**src/rtl/garegga_cen_gen.sv**
```systemverilog
// garegga_cen_gen: fractional-N clock-enable generator for the garegga core.
// Six phase accumulators run on the 96 MHz system clock. Each one produces a
// main strobe when its phase wraps and a "B" twin when its phase crosses the
// half-period point. The 6.75 MHz pixel enables are derived from the 13.5 MHz
// channel by a toggle, so the pixel and pixel-x2 enables stay phase-locked.
// The sound enables are muxed per game from the registered strobes.
module garegga_cen_gen #(
  parameter int ACC_W   = 10,
  parameter int PX_NUM  = 9,
  parameter int PX_DEN  = 64,
  parameter int F4_NUM  = 1,
  parameter int F4_DEN  = 24,
  parameter int F2_NUM  = 1,
  parameter int F2_DEN  = 48,
  parameter int F3_NUM  = 9,
  parameter int F3_DEN  = 256,
  parameter int F16_NUM = 9,
  parameter int F16_DEN = 512,
  parameter int F1_NUM  = 1,
  parameter int F1_DEN  = 96
) (
  input  logic       CLK,
  input  logic       RESET_N,
  input  logic       HOLD,
  input  logic [7:0] GAME,
  output logic       CEN1350,
  output logic       CEN1350B,
  output logic       CEN675,
  output logic       CEN675B,
  output logic       CEN4,
  output logic       CEN4B,
  output logic       CEN2,
  output logic       CEN2B,
  output logic       CEN3P375,
  output logic       CEN3P375B,
  output logic       CEN1P6875,
  output logic       CEN1P6875B,
  output logic       CEN1,
  output logic       CEN1B,
  output logic       YM_CEN,
  output logic       YM_CEN2,
  output logic       OKI_CEN,
  output logic       Z80_CEN
);

  // Channel order: 0 PX (13.5 MHz), 1 F4, 2 F2, 3 F3 (3.375), 4 F16 (1.6875), 5 F1.
  localparam int NCH = 6;

  // Phase increment of a channel, widened to the accumulator sum width.
  function automatic logic [ACC_W:0] ch_num(input logic [2:0] idx);
    case (idx)
      3'd0:    ch_num = (ACC_W+1)'(PX_NUM);
      3'd1:    ch_num = (ACC_W+1)'(F4_NUM);
      3'd2:    ch_num = (ACC_W+1)'(F2_NUM);
      3'd3:    ch_num = (ACC_W+1)'(F3_NUM);
      3'd4:    ch_num = (ACC_W+1)'(F16_NUM);
      3'd5:    ch_num = (ACC_W+1)'(F1_NUM);
      default: ch_num = {(ACC_W+1){1'b0}};
    endcase
  endfunction

  // Phase modulus of a channel, widened to the accumulator sum width.
  function automatic logic [ACC_W:0] ch_den(input logic [2:0] idx);
    case (idx)
      3'd0:    ch_den = (ACC_W+1)'(PX_DEN);
      3'd1:    ch_den = (ACC_W+1)'(F4_DEN);
      3'd2:    ch_den = (ACC_W+1)'(F2_DEN);
      3'd3:    ch_den = (ACC_W+1)'(F3_DEN);
      3'd4:    ch_den = (ACC_W+1)'(F16_DEN);
      3'd5:    ch_den = (ACC_W+1)'(F1_DEN);
      default: ch_den = {(ACC_W+1){1'b1}};
    endcase
  endfunction

  logic [ACC_W-1:0] acc_q  [NCH];
  logic [ACC_W-1:0] acc_d  [NCH];
  logic [ACC_W:0]   sum_s  [NCH];
  logic [ACC_W:0]   wrap_s [NCH];
  logic [ACC_W:0]   half_s [NCH];
  logic [NCH-1:0]   cen_q;
  logic [NCH-1:0]   cen_d;
  logic [NCH-1:0]   cenb_q;
  logic [NCH-1:0]   cenb_d;
  logic             px_tog_q;
  logic             cen675_q;
  logic             cen675b_q;
  logic [7:0]       game_q;
  logic             ym_prev_q;
  logic             ym2_prev_q;
  logic             oki_prev_q;
  logic             alt_sel_s;
  logic             ym_raw_s;
  logic             ym2_raw_s;
  logic             oki_raw_s;

  // Next phase and strobe decisions for every accumulator channel.
  always_comb begin
    for (int i = 0; i < NCH; i++) begin
      sum_s[i]  = {1'b0, acc_q[i]} + ch_num(3'(i));
      wrap_s[i] = sum_s[i] - ch_den(3'(i));
      half_s[i] = ch_den(3'(i)) >> 1;
      if (sum_s[i] >= ch_den(3'(i))) begin
        acc_d[i] = wrap_s[i][ACC_W-1:0];
        cen_d[i] = 1'b1;
      end else begin
        acc_d[i] = sum_s[i][ACC_W-1:0];
        cen_d[i] = 1'b0;
      end
      // B twin fires on the edge where the phase first reaches half-period.
      cenb_d[i] = ({1'b0, acc_q[i]} < half_s[i]) && (sum_s[i] >= half_s[i]) &&
                  (sum_s[i] < ch_den(3'(i)));
    end
  end

  // Accumulator, strobe, pixel-toggle and game-select registers.
  always_ff @(posedge CLK) begin
    if (!RESET_N) begin
      for (int i = 0; i < NCH; i++) begin
        acc_q[i] <= {ACC_W{1'b0}};
      end
      cen_q      <= {NCH{1'b0}};
      cenb_q     <= {NCH{1'b0}};
      px_tog_q   <= 1'b0;
      cen675_q   <= 1'b0;
      cen675b_q  <= 1'b0;
      game_q     <= 8'd0;
      ym_prev_q  <= 1'b0;
      ym2_prev_q <= 1'b0;
      oki_prev_q <= 1'b0;
    end else begin
      game_q     <= GAME;
      ym_prev_q  <= YM_CEN;
      ym2_prev_q <= YM_CEN2;
      oki_prev_q <= OKI_CEN;
      if (HOLD) begin
        // Phase is frozen; only the strobes are silenced.
        cen_q     <= {NCH{1'b0}};
        cenb_q    <= {NCH{1'b0}};
        cen675_q  <= 1'b0;
        cen675b_q <= 1'b0;
      end else begin
        for (int i = 0; i < NCH; i++) begin
          acc_q[i] <= acc_d[i];
        end
        cen_q     <= cen_d;
        cenb_q    <= cenb_d;
        // Pixel enable takes every 2nd pixel-x2 pulse starting with the 2nd;
        // its twin takes the 1st, 3rd, ... pulses.
        px_tog_q  <= px_tog_q ^ cen_d[0];
        cen675_q  <= cen_d[0] & px_tog_q;
        cen675b_q <= cen_d[0] & ~px_tog_q;
      end
    end
  end

  // Per-game sound clock selection from the registered strobes and game copy.
  always_comb begin
    alt_sel_s = (game_q == 8'd1) || (game_q == 8'd2);
    if (alt_sel_s) begin
      ym_raw_s  = cen_q[3];
      ym2_raw_s = cen_q[4];
      oki_raw_s = cen_q[5];
    end else begin
      ym_raw_s  = cen_q[1];
      ym2_raw_s = cen_q[2];
      oki_raw_s = cen_q[2];
    end
    // A single channel never pulses on adjacent cycles, so the previous-cycle
    // mask only bites at a game switch, where it stops a widened pulse.
    YM_CEN  = ym_raw_s & ~ym_prev_q;
    YM_CEN2 = ym2_raw_s & ~ym2_prev_q;
    OKI_CEN = oki_raw_s & ~oki_prev_q;
  end

  assign CEN1350    = cen_q[0];
  assign CEN1350B   = cenb_q[0];
  assign CEN675     = cen675_q;
  assign CEN675B    = cen675b_q;
  assign CEN4       = cen_q[1];
  assign CEN4B      = cenb_q[1];
  assign CEN2       = cen_q[2];
  assign CEN2B      = cenb_q[2];
  assign CEN3P375   = cen_q[3];
  assign CEN3P375B  = cenb_q[3];
  assign CEN1P6875  = cen_q[4];
  assign CEN1P6875B = cenb_q[4];
  assign CEN1       = cen_q[5];
  assign CEN1B      = cenb_q[5];
  assign Z80_CEN    = cen_q[1];

endmodule

```
**config.mk**
```make
export PLATFORM = sky130hd
export DESIGN_NAME = garegga_cen_gen
export DESIGN_NICKNAME = d
export VERILOG_FILES = /design/src/rtl/garegga_cen_gen.sv
export SDC_FILE = /design/constraint.sdc
export NUM_CORES = 1
export LEC_CHECK = 0
export ABC_AREA = 1
export ABC_CLOCK_PERIOD_IN_PS = 6300
export CORE_MARGIN = 10
export CORE_UTILIZATION = 65
export DETAILED_ROUTE_END_ITERATION = 12
export GPL_TIMING_DRIVEN = 0
export PLACE_DENSITY = 0.86
export SLEW_MARGIN = 15
export SYNTH_ARGS = -nofsm -noshare
export SYNTH_HDL_FRONTEND = slang
export SYNTH_SLANG_ARGS = --single-unit
```
**constraint.sdc**
```tcl
create_clock -name CLK -period 6.3 [get_ports CLK]
set_input_delay 1.26 -clock CLK [delete_from_list [all_inputs] [get_ports CLK]]
set_output_delay 1.26 -clock CLK [all_outputs]
set_load 0.01 [all_outputs]
```
; ---- Word-level counts from Yosys, hierarchy flattened
; Memory sizes are Yosys's and may differ from the RTL's.
; Cells that the tools add are included.
[word_totals]
rom_bits = 0
latch_bits = 0
register_bits = 26
out_inout_bits = 18
in_bits = 11
wordCells = 104
ramBits = 60
n_memories = 1
[op_classes]
order_cmp = 24
add_sub_neg = 12
bitwise = 17
shifts = 0
reduce_logical = 14
div = 0
mux = 25
eq_ne = 2
mul = 0
[mem_list]
columns = memory, depth, word_bits, rd, rd_ports_with_merged_regs, wr, line_no
row1 = acc_q, 6, 10, 6, 0, 6, 75  ; logic [ACC_W-1:0] acc_q [NCH];
[ops]
columns = op, count
row1 = $mux W10, 12
row2 = $add A10 B1 Y11 const B, 3
row3 = $add A10 B4 Y11 const B, 3
row4 = $ge A11 B6 Y1 const B, 3
row5 = $ge A11 B5 Y1 const B, 2
row6 = $ge A11 B7 Y1 const B, 2
row7 = $ge A11 B9 Y1 const B, 2
row8 = $lt A11 B7 Y1 const B, 2
row9 = $lt A10 B6 Y1 const B, 2
row10 = $sub A10 B7 Y10 const B, 2
row11 = $mux W1, 13
row12 = $logic_and A1 B1 Y1, 12
row13 = $ge A11 B10 Y1 const B, 1
row14 = $ge A11 B4 Y1 const B, 1
row15 = $ge A11 B8 Y1 const B, 1
row16 = $lt A11 B10 Y1 const B, 1
row17 = $lt A11 B5 Y1 const B, 1
row18 = $lt A11 B6 Y1 const B, 1
row19 = $lt A11 B9 Y1 const B, 1
row20 = $lt A10 B4 Y1 const B, 1
row21 = $lt A10 B5 Y1 const B, 1
row22 = $lt A10 B8 Y1 const B, 1
row23 = $lt A10 B9 Y1 const B, 1
row24 = $sub A10 B10 Y10 const B, 1
row25 = 11 further kinds, 24

; ---- Depth between registers and ports, before layout
; Gate-level depths: netlist of the first run.
; An unclocked memory read counts as a cell.
[depth]
ltp_word = 5
depth_mapped = 13
ltp_nobuf = 13

; ---- Least setup slack after synthesis of the first run
; No wires, ideal clock.
[synth_timing]
path_type = input to register
from = input HOLD
to = memory acc_q[0][0], enable pin
path_buffers = 0
cell_stages = 1
t_arrival_ps = 2551
setup_ps = 421
path_slack_ps = 3328
required_time_ps = 5879
cell_sequence = nand2_1
[synth_lines]
columns = item, line_no
row1 = from (decl), 24  ; input logic HOLD,
row2 = to (decl), 75

; ---- Worst setup path after layout of the first run
[layout_timing]
from = register game_q[1]
to = output YM_CEN2
[layout_via]
elab_chain_len = 4
word_cells_on_any_way = 5
cone_classes = 2 x eq/ne / 1 x mux / 1 x bitwise / 1 x reduce/logical
[layout_lines]
columns = item, line_no
row1 = from (decl), 87  ; logic [7:0] game_q;
row2 = from (signal assigned), 126  ; game_q <= 8'd0;
row3 = from (signal assigned), 131  ; game_q <= GAME;
row4 = $eq A8 B1 Y1 / $eq A8 B2 Y1 (equally long branches), 158  ; alt_sel_s = (game_q == 8'd1) || (game_q == 8'd2);
row5 = $logic_or A1 B1 Y1 (*), 158
row6 = $mux W1 (*), 159  ; if (alt_sel_s) begin
row7 = $and A1 B1 Y1 (*), 171  ; YM_CEN2 = ym2_raw_s & ~ym2_prev_q;
row8 = to (decl), 41  ; output logic YM_CEN2,
; Mark *: on every way between the ends. The rest lies on a longest branch, timed or not.

==> results of run 1 <==
[flip-flops by register name (all words and copies together) (netlist names)]
name        count
cenb_q          6
ym_prev_q       1
game_q          8
CEN675          1
px_tog_q        1
acc_q          60
cen_q           6
ym2_prev_q      1
oki_prev_q      1
CEN675B         1
[cells by family (layout without fill, tap and decap cells)]
group | count (synthesis) | in the layout | share of synthesized area [%]
AND/OR/NAND/NOR | 326 | 326 | 31.1
buffers and inverters | 94 | 138 | 7.31
flip-flops | 86 | 86 | 46.2
AO/OA/AOI/OAI | 49 | 49 | 5.45
adder cells (fa/ha/maj) | 23 | 23 | 5.72
XOR/XNOR | 21 | 21 | 4.25
[worst max-delay path by stage]
stage / endpoint / from / slack [ps]
2_1_floorplan: acc_q[0][0]$_SDFFCE_PN0P_ / HOLD / 3330
3_3_place_gp: acc_q[5][1]$_SDFFCE_PN0P_ / RESET_N / 2220
3_5_place_dp: acc_q[1][8]$_SDFFCE_PN0P_ / RESET_N / 2830
4_1_cts: YM_CEN2 / game_q[1]$_SDFF_PN0_ / 3050
5_1_grt: OKI_CEN / game_q[1]$_SDFF_PN0_ / 2910
6_report: YM_CEN2 / game_q[1]$_SDFF_PN0_ / 3070
[area by class of cell]
class | instances | share of cell area (%)
multi-input combinational | 419 | 41.5
tap | 102 | 2.26
clock inverter | 3 | 0.399
timing repair buffer | 28 | 4.96
inverter | 85 | 5.65
clock buffer | 13 | 3.21
sequential | 86 | 41.1
buffer | 9 | 0.864
[worst register-to-register path, delay by kind of cell (launching register included)]
family | cells | cell delay, ps
compound gates | 1 | 60
simple gates | 5 | 670
fa+ha+maj | 2 | 590
flops | 1 | 470
xor+xnor | 1 | 170
buf+inv | 1 | 130
[layer usage]
metal	global-route usage (%)	vias up
li1	-	2016
met1	21.5	1854
met2	33.4	99
met3	2.80	22
met4	7.73	0
met5	0	-
[power groups by stage]
stage | clock network [mW] | registers (mW) | logic [mW]
CTS | 0.397 | 0.691 | 0.241
global route | 0.415 | 0.698 | 0.271
global placement | 0 | 0.701 | 0.227
finish | 0.399 | 0.692 | 0.241
floorplan | 0 | 0.696 | 0.176
detailed placement | 0 | 0.703 | 0.239
[cell usage in the layout, fill, tap and decap left out, types with 2 or more instances in the layout]
cell type,n
clkbuf_8,9
nor2_2,6
nand3_4,2
a21boi_0,2
clkbuf_16,2
ha_1,23
nand3_2,4
nand2_2,13
inv_1,81
clkdlybuf4s50_1,28
buf_4,2
o21ai_0,13
nor4_1,2
nand3_1,34
o21ai_1,2
xnor2_1,2
nor2_1,85
and3_1,2
xor2_2,4
clkbuf_1,8
nand3b_1,2
nand2_4,5
or2_2,2
nor2_4,5
nand4_1,17
a21oi_1,24
nand2_1,128
xor2_1,15
nor3_1,13
and2_1,2
edfxtp_1,60
a21oi_2,2
nor2_8,2
dfxtp_1,26
inv_2,4
==> results by group, run 1 <==
Worst setup path
  – CP peak stage delay: 570 ps
  – FF-to-FF path depth: 10
  – Critical Path Sink Type: output port
  – Top delay family on crit path: buffers and inverters
  – Slowest CP cell: clkdlybuf4s50_1
  – R2r setup slk: 3930 ps
  – CP Class: flip-flop to output port
  – Critical Path Stages: 7
  – Startpoint Class: flip-flop
  – R2r endpoint: acc_q[1][4]$_SDFFCE_PN0P_
  – Buf/Inv on CP: 2
  – Critical path cell sequence: nor2_1 -> nor3_1 -> nand4_1 -> inv_1 -> nand2_1 -> a21oi_1 -> clkdlybuf4s50_1
  – Critical Path AT: 1970 ps
  – Crit-path max FO: 3
  – Worst Path Required: 5040 ps
  – Worst R2R Start: acc_q[1][0]$_SDFFCE_PN0P_

Clock tree
  – TritonCTS clock tree: built
  – Clock transition at path regs: 80 ps
  – Hold_buf cts: 0
  – Clock buffer count from CTS: 9
  – Clk buf depth: 2
  – Num Clock Sinks: 86
  – # resized after CTS: 0
  – Clk_lat worst skew: 360 ps
  – Post-CTS Setup Inserts: 0
  – H-tree depth: 3
  – Root Driver: clkbuf_8

Floorplan
  – Io pins: 29
  – Starting Density: 66.1%
  – Core Area: 0.00761 mm²
  – Full die area: 0.0117 mm²
  – Die Width: 108 µm
  – Die Y-Extent: 108 µm
  – Cell Rows: 32

Final layout
  – Design Area, Final: 0.00565 mm²
  – Reg area: 0.00232 mm²
  – Syn-to-layout area delta: 12.3%
  – Footprint of the multi-input gates: 0.00235 mm²
  – # diodes: 0
  – Fill cells: 534
  – Non-Filler Instances: 745
  – Final nets: 672
  – Core Util, Final: 74.2%
  – Layout cell share with drive strength beyond 1: 10.7%

Global route
  – Initial antenna violation count: 0
  – First-pass GRT wire length: 17700 µm
  – Vias in the first global route: 3954
  – Pin count of the biggest net entering global routing: 62
  – Total grt overflow: 0
  – Total track usage: 18.6%

Logic synthesis
  – Largest area contributor in the netlist: edfxtp_1
  – Most frequent cell after synthesis: nand2_1
  – Number of flops mapped to enable cells by yosys: 60
  – Avg Cell Area, Syn: 8.39 µm²
  – Synth cell count leaders: nand2_1 (129), nor2_1 (85), inv_1 (81)
  – Yosys Warn Count: 0
  – Top FF cell, synth: edfxtp_1
  – Seq/Total Area, Yosys: 46.2%
  – Mapped Nets: 633
  – Distinct cell type count of the synthesized netlist: 41
  – Top cells by area, synth: edfxtp_1 (36%), dfxtp_1 (10%), nand2_1 (9.6%), nor2_1 (6.3%), inv_1 (6.0%)
  – Cell Area, Synth: 0.00503 mm²
  – Synthesized instance count: 599
  – Top cell type's share of synthesized area: 35.8%
  – Ys async rst share: 0%
  – Synthesized flop and latch total: 86

Power and ir drop
  – Total Power: 1.33 mW
  – P_sw: 0.397 mW
  – Max VDD drop: 189 µV
  – Int Pwr: 0.935 mW
  – Cell Pwr Density: 236 mW/mm²
  – Leak: 2.57 nW
  – Clk pwr share: 29.9%
  – Seq pwr share: 52.0%
  – Combinational fraction of design power: 18.1%
  – Sw frac: 29.8%

STA
  – Final Hold Vio Count: 0
  – Slew headroom: 44.3%
  – Clock Skew: 16.3 ps
  – Hold_ws: 442 ps
  – Worst-Margin Slew: 836 ps
  – Max Slew Vio Count: 0
  – RSZ-0062 raised after global routing: no
  – Fin crit period: 3230 ps
  – Period utilization: 51.3%
  – Final setup fails: 0
  – Slack of the critical path: 3070 ps
  – Setup Total Neg Slack: 0 ps
  – Max Fclk: 0.309 GHz

Drt
  – Met3 WL: 403 µm
  – Via count: 3991
  – Metal2 WL: 5450 µm
  – Remaining antenna violation count after routing: 0
  – Post-detailed-route via-to-cell ratio: 5.36
  – Routed len/inst: 14.2 µm
  – Metal1 wirelength: 4490 µm
  – Post-route DRC: 0
  – Top routing layer in use: met4
  – Initial DRC Count: 265
  – Drt first pass iters: 5
  – DRT Wirelength: 10600 µm

Place
  – Pre-CTS setup slack: 2830 ps
  – Placed Area: 0.00544 mm²
  – Port Buf Inserts: 28
  – DP Wirelength: 7550 µm
  – Placed insts: 729
  – Placer Congestion: 0.903

Hold path
  – HP Start: ym_prev_q$_SDFF_PN0_
  – Hold path cells: 1
  – Worst min-delay path category: flip-flop to flip-flop
  – WHS Endpoint: ym_prev_q$_SDFF_PN0_

Flow run
  – Max-cap viol count: 0

Run status
  – Outcome: complete, no violations
No activity file was read; power rests on OpenSTA's default activity.
==> run 2: changes to the inputs <==
--- a/config.mk
+++ b/config.mk
@@ -6,12 +6,12 @@
 export NUM_CORES = 1
 export LEC_CHECK = 0
 export ABC_AREA = 1
-export ABC_CLOCK_PERIOD_IN_PS = 6300
+export ABC_CLOCK_PERIOD_IN_PS = 2650
 export CORE_MARGIN = 10
-export CORE_UTILIZATION = 65
+export CORE_UTILIZATION = 54
 export DETAILED_ROUTE_END_ITERATION = 12
 export GPL_TIMING_DRIVEN = 0
-export PLACE_DENSITY = 0.86
+export PLACE_DENSITY = 0.76
 export SLEW_MARGIN = 15
 export SYNTH_ARGS = -nofsm -noshare
 export SYNTH_HDL_FRONTEND = slang
==> constraint.sdc (replaced) <==
create_clock -name CLK -period 2.65 [get_ports CLK]
set_input_delay 0.53 -clock CLK [delete_from_list [all_inputs] [get_ports CLK]]
set_output_delay 0.53 -clock CLK [all_outputs]
set_load 0.01 [all_outputs]
==> results by group, run 2 (synthesized netlist as in run 1, its figures left out) <==
Run status
  – Outcome: complete, no violations

Power and ir drop
  – Cell Pwr Density: 559 mW/mm²
  – Max VDD drop: 415 µV
  – Leak: 2.63 nW

STA
  – RSZ-0062 raised after global routing: no
  – Setup Total Neg Slack: 0 ps
  – Clock Skew: 9.34 ps
  – Slack of the critical path: 245 ps
  – Period utilization: 90.7%
  – Max Fclk: 0.416 GHz
  – Final setup fails: 0
  – Final Hold Vio Count: 0
  – Fin crit period: 2400 ps
  – Slew headroom: 52.3%
  – Max Slew Vio Count: 0
  – Worst-Margin Slew: 716 ps

Clock tree
  – TritonCTS clock tree: built
  – # resized after CTS: 0
  – H-tree depth: 3
  – Hold_buf cts: 0
  – Clk buf depth: 2
  – Num Clock Sinks: 86
  – Clk_lat worst skew: 370 ps
  – Clock buffer count from CTS: 9
  – Root Driver: clkbuf_8
  – Clock transition at path regs: 90 ps
  – Post-CTS Setup Inserts: 0

Floorplan
  – Io pins: 29
  – Full die area: 0.0136 mm²
  – Die Y-Extent: 117 µm
  – Core Area: 0.00915 mm²
  – Die Width: 117 µm
  – Cell Rows: 35
  – Starting Density: 54.9%

Place
  – DP Wirelength: 7430 µm
  – Pre-CTS setup slack: -176 ps
  – Port Buf Inserts: 28
  – Placer Congestion: 0.923

Flow run
  – Max-cap viol count: 0

Drt
  – Post-route DRC: 0
  – Drt first pass iters: 4
  – Routed len/inst: 13.1 µm
  – Top routing layer in use: met4
  – Metal2 WL: 5080 µm
  – Initial DRC Count: 275
  – Post-detailed-route via-to-cell ratio: 5.17
  – Remaining antenna violation count after routing: 0
  – Met3 WL: 286 µm
  – Via count: 3905
  – Metal1 wirelength: 4320 µm
  – DRT Wirelength: 9930 µm

Worst setup path
  – Critical Path AT: 2500 ps
  – Critical path cell sequence: clkdlybuf4s50_1 -> inv_1 -> nor2_1 -> inv_1 -> clkbuf_1 -> clkbuf_1 -> nor2_1
  – Startpoint Class: input pin
  – Slowest CP cell: clkbuf_1
  – CP Class: input pin to flip-flop
  – Crit-path max FO: 10
  – Worst Path Required: 2740 ps
  – Top delay family on crit path: buffers and inverters
  – Buf/Inv on CP: 5
  – Critical Path Sink Type: flip-flop
  – CP peak stage delay: 610 ps

Final layout
  – Final nets: 673
  – Layout cell share with drive strength beyond 1: 11.3%
  – Largest register FFs: 60
  – Most common cell after layout, fill and taps aside: nand2_1
  – Fill cells: 759
  – Syn-to-layout area delta: 13.3%
  – Commonest non-fill, non-tap cells in the layout: nand2_1 (128), nor2_1 (85), inv_1 (80), edfxtp_1 (60), nand3_1 (34)
  – Largest registers: acc_q (60), game_q (8)
  – Largest reg by FF count: acc_q
  – Core Util, Final: 62.3%
  – # diodes: 0

Global route
  – Initial antenna violation count: 0
  – Total track usage: 15.6%
  – Total grt overflow: 0
  – Pin count of the biggest net entering global routing: 60
  – First-pass GRT wire length: 16900 µm
  – Vias in the first global route: 3765

Hold path
  – Worst min-delay path category: flip-flop to flip-flop
-- run 2: final timing paths --
path / start / endpoint / slack [ps] / cells past startpoint
worst max register to register: acc_q[1][0]$_SDFFCE_PN0P_ / acc_q[1][4]$_SDFFCE_PN0P_ / 290 / 10
worst min register to register: ym_prev_q$_SDFF_PN0_ / ym_prev_q$_SDFF_PN0_ / 440 / 1
worst min-delay path: ym_prev_q$_SDFF_PN0_ / ym_prev_q$_SDFF_PN0_ / 440 / 1
worst max-delay path: RESET_N / acc_q[5][7]$_SDFFCE_PN0P_ / 250 / 7
-- run 2: cell type report --
| cell class | count | area (µm²) | share of cell area [%] |
|---|---|---|---|
| multi-input combinational | 419 | 2350 | 41.2 |
| sequential | 86 | 2320 | 40.7 |
| inverter | 85 | 319 | 5.60 |
| timing repair buffer | 29 | 315 | 5.53 |
| tap | 111 | 139 | 2.44 |
| clock buffer | 9 | 124 | 2.17 |
| clock inverter | 7 | 85.1 | 1.49 |
| buffer | 9 | 48.8 | 0.856 |
-- run 2: worst register-to-register path, stage by stage, from the launching register on --
cell and delay, ps:
edfxtp_1 490, ha_1 300, nand2_2 110, nor2_4 150, xor2_2 160, inv_1 130, ha_1 280, nor2_8 190
nand3_4 150, nand2_1 90, a21oi_1 60
-- run 2: through the flow --
stage,hold slack [ps],area (µm²),power [mW],std cells
after global routing,489,5700,3.38,755
after CTS,449,5690,3.22,755
after detailed placement,432,5480,2.24,739
after global placement,411,5450,2.21,738
after floorplan,401,5030,2.07,599
final,443,5700,3.18,755
-- run 2: where the power goes --
part	leakage, nW	switching (mW)	internal [mW]
logic	1.65	0.350	0.213
registers	0.876	0.0938	1.55
clock network	0.109	0.520	0.457
-- run 2: metal layers --
layer,vias up,global-route usage (%)
met1,1814,17.5
met4,0,7.84
met2,42,27.7
li1,2025,-
met5,-,0
met3,24,3.03
==> run 3: changes to the inputs <==
--- a/config.mk
+++ b/config.mk
@@ -16,3 +16,4 @@
 export SYNTH_ARGS = -nofsm -noshare
 export SYNTH_HDL_FRONTEND = slang
 export SYNTH_SLANG_ARGS = --single-unit
+export TNS_END_PERCENT = 50
==> results of run 3 <==
The final DEF is identical to that of run 2; final timing and power are the same.
